### src/rtl/select_sequencer.sv
// select_sequencer: drains vector-register lanes through the lane select unit,
// one 32-bit element per handshake, into a scalar consumer.
//
// Optional feature macro: SELSEQ_WRAP_EN
//   defined   -> lane index wraps modulo K; a request is legal when
//                first_lane < K and count <= K.
//   undefined -> no wrap logic; a request is legal when first_lane + count <= K
//                (evaluated at 33 bits so it cannot overflow).
//
// Output handshake: out_data_o is offered while out_valid_o is high and is
// consumed on a rising edge where out_valid_o and out_ready_i are both high.
// Once raised, out_valid_o stays high and out_data_o stays stable until that
// handshake; only abort_i or reset may drop it early.
module select_sequencer #(
  parameter int unsigned K = 8
) (
  input  logic        clk_i,
  input  logic        rst_ni,
  input  logic        start_i,
  input  logic [31:0] first_lane_i,
  input  logic [31:0] count_i,
  input  logic        abort_i,
  output logic [31:0] sel_index_o,
  input  logic [31:0] sel_data_i,
  output logic [31:0] out_data_o,
  output logic        out_valid_o,
  input  logic        out_ready_i,
  output logic        busy_o,
  output logic        done_o,
  output logic        err_o,
  output logic [1:0]  dbg_state_o
);

  typedef enum logic [1:0] {
    S_IDLE  = 2'd0,
    S_RUN   = 2'd1,
    S_DRAIN = 2'd2,
    S_DONE  = 2'd3
  } state_e;

  state_e      state_q, state_d;
  logic [31:0] index_q, index_d;
  logic [31:0] remaining_q, remaining_d;
  logic [31:0] out_data_q, out_data_d;
  logic        out_valid_q, out_valid_d;
  logic        err_q, err_d;

  logic        req_legal;
  logic [31:0] index_inc;
  logic        slot_free;

`ifdef SELSEQ_WRAP_EN
  localparam logic [31:0] K32 = 32'(K);

  // Wrapping mode: any in-range start lane with at most K elements is legal.
  assign req_legal = (first_lane_i < K32) && (count_i <= K32);
  // Next lane wraps from K-1 back to lane 0.
  assign index_inc = (index_q == (K32 - 32'd1)) ? 32'd0 : (index_q + 32'd1);
`else
  localparam logic [32:0] K33 = 33'(K);
  logic [32:0] req_end;

  // Linear mode: the whole run must fit below K, summed at 33 bits.
  assign req_end   = {1'b0, first_lane_i} + {1'b0, count_i};
  assign req_legal = (req_end <= K33);
  assign index_inc = index_q + 32'd1;
`endif

  // The output register can take a new element when empty or being drained.
  assign slot_free = !out_valid_q || out_ready_i;

  // State and datapath registers; reset forces IDLE and clears all outputs.
  always_ff @(posedge clk_i or negedge rst_ni) begin
    if (!rst_ni) begin
      state_q     <= S_IDLE;
      index_q     <= 32'd0;
      remaining_q <= 32'd0;
      out_data_q  <= 32'd0;
      out_valid_q <= 1'b0;
      err_q       <= 1'b0;
    end else begin
      state_q     <= state_d;
      index_q     <= index_d;
      remaining_q <= remaining_d;
      out_data_q  <= out_data_d;
      out_valid_q <= out_valid_d;
      err_q       <= err_d;
    end
  end

  // Next-state and datapath logic; abort overrides everything but reset.
  always_comb begin
    state_d     = state_q;
    index_d     = index_q;
    remaining_d = remaining_q;
    out_data_d  = out_data_q;
    out_valid_d = out_valid_q;
    err_d       = 1'b0;

    if (abort_i) begin
      state_d     = S_IDLE;
      out_valid_d = 1'b0;
    end else begin
      case (state_q)
        S_IDLE: begin
          if (start_i) begin
            if (count_i == 32'd0) begin
              state_d = S_DONE;
            end else if (req_legal) begin
              index_d     = first_lane_i;
              remaining_d = count_i;
              state_d     = S_RUN;
            end else begin
              err_d = 1'b1;
            end
          end
        end
        S_RUN: begin
          if (slot_free) begin
            out_data_d  = sel_data_i;
            out_valid_d = 1'b1;
            remaining_d = remaining_q - 32'd1;
            // Park on the last lane so sel_index never leaves the legal range.
            if (remaining_q == 32'd1) begin
              state_d = S_DRAIN;
            end else begin
              index_d = index_inc;
            end
          end
        end
        S_DRAIN: begin
          if (out_ready_i) begin
            out_valid_d = 1'b0;
            state_d     = S_DONE;
          end
        end
        S_DONE: begin
          state_d = S_IDLE;
        end
        default: begin
          state_d = S_IDLE;
        end
      endcase
    end
  end

  assign sel_index_o = index_q;
  assign out_data_o  = out_data_q;
  assign out_valid_o = out_valid_q;
  assign busy_o      = (state_q != S_IDLE);
  assign done_o      = (state_q == S_DONE);
  assign err_o       = err_q;
  assign dbg_state_o = state_q;

endmodule

### config.mk
export PLATFORM = sky130hd
export DESIGN_NAME = select_sequencer
export DESIGN_NICKNAME = d
export VERILOG_FILES = /design/src/rtl/select_sequencer.sv
export SDC_FILE = /design/constraint.sdc
export NUM_CORES = 1
export LEC_CHECK = 0
export CAP_MARGIN = 20
export CORE_ASPECT_RATIO = 1.25
export CORE_UTILIZATION = 40
export DETAILED_ROUTE_END_ITERATION = 7
export GPL_TIMING_DRIVEN = 0
export PLACE_DENSITY = 0.65
export SKIP_LAST_GASP = 1
export SLEW_MARGIN = 5
export SYNTH_ARGS = -nofsm -noshare
export SYNTH_HDL_FRONTEND = slang
export SYNTH_SLANG_ARGS = --single-unit
### constraint.sdc
create_clock -name clk_i -period 5.8 [get_ports clk_i]
set_input_delay 0.58 -clock clk_i [delete_from_list [all_inputs] [get_ports clk_i]]
set_output_delay 0.58 -clock clk_i [all_outputs]
set_load 0.02 [all_outputs]
==> results.json, run 1 <==
{
  "grt_start_max_net_pins": 52,
  "cp.required_ps": 6000,
  "post_cts_buffers": 0,
  "start_util": 0.411,
  "vias_per_cell": 5.94,
  "antenna_found_initial": 0,
  "cts.sinks": 100,
  "clk_latency_ps": 360,
  "slew_headroom": 0.353,
  "critPathLaunchType": "primary input",
  "drt_first_pass_iters": 5,
  "grt_pass1_wl_mm": 44.5,
  "fin_ws_ps": 415,
  "wl_mm": 28.8,
  "path_max_fanout": 10,
  "synth_cell_types": 68,
  "ctsHoldBuffers": 0,
  "skew_ps": 13.0,
  "ios": 171,
  "dp_hpwl_mm": 22.5,
  "tns_ps": 0,
  "worstSetupPathType": "primary input to flop",
  "finalMaxSlewViolations": 0,
  "synth-warning-count": 0,
  "track_usage": 0.283,
  "wl_met2_mm": 13.4,
  "dieArea_sq_um": 20600,
  "power.density_nw_per_um2": 232,
  "ir_drop_mv": 0.149,
  "wl_met1_mm": 11.6,
  "hold_viol": 0,
  "route.detailed.drc": 0,
  "syn_to_final_growth_pct": 29.5,
  "maxCapViolCount": 0,
  "layout.cells.non_filler": 1453,
  "fin_crit_sh": 0.928,
  "critPathArrivalTime_ps": 5580,
  "regArea_sq_um": 2500,
  "portBuffers": 170,
  "ant_nets": 0,
  "hp-class": "primary input to asynchronous set/reset pin",
  "synth-main-ff-cell": "dfrtp_1",
  "ys_seq_area_frac": 0.312,
  "nets": 1324,
  "p_leak_nw": 4.45,
  "crit_path_end_kind": "flop",
  "wl_per_cell_um": 19.8,
  "ctsResizeCount": 0,
  "wl_met3_mm": 1.96,
  "clockBufferDepth": 2,
  "cpMostUsedCell": "a221oi_1",
  "cts_made_buffers": 9,
  "syn-cell-area_sq_um": 8030,
  "fp.dieH_um": 160,
  "grt_pass1_vias": 8210,
  "cts_tree": "built",
  "placed_cells": 1437,
  "cts_root_buf": "clkbuf_16",
  "highest_layer": "met4",
  "pre_cts_ws_ps": 150,
  "core_sq_um": 19500,
  "synth_edf_count": 0,
  "finalSetupViolations": 0,
  "num_rows": 57,
  "max_stage_delay_ps": 550,
  "worstPathCellList": "clkdlybuf4s50_1 > ha_1 > fa_1 > a21o_1 > a221o_1 > a221oi_2 > o21ai_0 > a221oi_1 > o311ai_0 > nor4_1 > nand4_1 > and2_4 > buf_6 > nor2_2 > buf_2 > a221oi_1",
  "synth-async-reset-ratio": 1.00,
  "timing.fmax_mhz": 186,
  "clkTransAtPathRegs_ps": 80,
  "min_period_ps": 5380,
  "drive_gt1_frac": 0.0833,
  "diodes": 0,
  "syn_nets": 1142,
  "die_w_um": 129,
  "grt_overflow_total": 0,
  "syn_area_per_cell_sq_um": 8.02,
  "outcome": "finished, final reports clean",
  "multi_input_area_sq_um": 5100,
  "total_power_mw": 2.41,
  "routabilityCongestion": 0.925,
  "cts_max_level": 3,
  "drt_iter0_markers": 633,
  "ys_seq_elements": 100,
  "n_fill_cell": 1928,
  "grt_setup_unrepaired": "false",
  "crit_path_top_delay_cell": "nor4_1",
  "worst_pin_slew_ps": 963,
  "syn_inst": 1001,
  "via_count": 8638
}
==> sequential cells by signal (all words and copies together) (netlist names) <==
register,cells
remaining_q,32
out_data_o,32
sel_index_o,32
err_o,1
dbg_state_o,2
out_valid_o,1
==> cell families (layout without fill, tap and decap cells) <==
group	count (synthesis)	in the layout	share of synthesized area
flops	100	100	0.312
fa+ha+maj	40	40	0.0633
simple gates	417	417	0.265
buf+inv	111	298	0.0539
xor+xnor	10	10	0.0109
mux	42	42	0.0578
compound gates	281	281	0.237
==> worst max-delay path: cells and delay by family <==
kind | cells | cell delay [ps]
AO/OA/AOI/OAI | 7 | 1910
adder cells (fa/ha/maj) | 2 | 680
buffers and inverters | 3 | 1060
AND/OR/NAND/NOR | 4 | 1320
==> path summary, 6_finish.rpt <==
check                                startpoint  cells past startpoint         endpoint  slack (ps)
max in group asynchronous                rst_ni                      2  remaining_q[30]        4830
min in group clk_i               out_data_o[23]                      1   out_data_o[23]         510
worst max register to register  remaining_q[26]                     10  sel_index_o[19]        2080
worst min register to register   out_data_o[23]                      1   out_data_o[23]         510
worst min-delay path                     rst_ni                      1   out_data_o[11]         260
worst max-delay path                 count_i[0]                     16  sel_index_o[27]         420
==> cell usage after synthesis (19+ instances only) <==
cell / n / area [sq um]
nor3_1: 24 / 120
nor4_1: 19 / 119
inv_1: 64 / 240
a221oi_1: 47 / 412
clkbuf_1: 35 / 131
nand4_1: 25 / 156
or2_2: 25 / 156
mux2_2: 35 / 394
nand3_1: 55 / 275
o21ai_0: 82 / 410
a21oi_1: 47 / 235
dfrtp_1: 100 / 2500
a21o_1: 22 / 165
nor2_1: 88 / 330
ha_1: 39 / 488
nand2_1: 90 / 338
==> metal layers <==
layer	global-route usage	vias to the layer above
met3	0.0343	93
met4	0.190	0
li1	-	4085
met5	0	-
met1	0.351	4100
met2	0.457	360
==> metrics by stage <==
| stage | cell area [sq um] | util | hold slack (ps) |
|---|---|---|---|
| after floorplan | 8030 | - | 284 |
| after global placement | 10100 | 0.515 | 487 |
| after detailed placement | 10100 | 0.516 | 494 |
| after CTS | 10400 | 0.532 | 278 |
| after global routing | 10400 | 0.532 | 311 |
| final | 10400 | 0.532 | 265 |
==> placed cells by master (no fill, tap or decap), drive strengths merged, types with 4 or more instances in the layout <==
cell           Yosys  layout
nand4             25      25
xor2               4       4
o211ai            10      10
buf               12      14
dfrtp            100     100
o21ai             82      82
o21bai            11      11
nor2              89      89
and3              10      10
nor4              19      19
mux2i              7       7
nor3b             17      17
nand2b             7       7
a31o               6       6
a31oi             10      10
a21o              22      22
or2               25      25
mux2              35      35
nand2             90      90
or3               11      11
a221oi            48      48
a21oi             47      47
o31ai              5       5
or4                4       4
and2               9       9
clkbuf            35      44
o21a               8       8
nor3              24      24
ha                39      39
and4               5       5
inv               64      66
a211o              4       4
xnor2              6       6
clkdlybuf4s50      0     169
nand3             55      55
clkinv             0       5
nor2b             18      18
==> cell type report <==
type / count / share of cell area
Clock buffer: 9 / 0.0217
Timing Repair Buffer: 171 / 0.166
Tap cell: 265 / 0.0319
Sequential cell: 100 / 0.241
Clock inverter: 7 / 0.00782
Buffer: 47 / 0.0185
Multi-Input combinational cell: 790 / 0.490
Inverter: 64 / 0.0231
==> power breakdown <==
group | switching [mW] | leakage [nW] | internal, mW | total, mW
clock network | 0.312 | 0.149 | 0.307 | 0.620
logic | 0.463 | 3.01 | 0.430 | 0.893
registers | 0.0893 | 1.29 | 0.807 | 0.896
total | 0.865 | 4.45 | 1.54 | 2.41
(Power assumes the default switching activity.)
==> run 2, diff against run 1 <==
--- a/config.mk
+++ b/config.mk
@@ -16,3 +16,4 @@
 export SYNTH_ARGS = -nofsm -noshare
 export SYNTH_HDL_FRONTEND = slang
 export SYNTH_SLANG_ARGS = --single-unit
+export TNS_END_PERCENT = 5
==> results of run 2 <==
The final DEF is identical to that of run 1; final timing and power are the same.
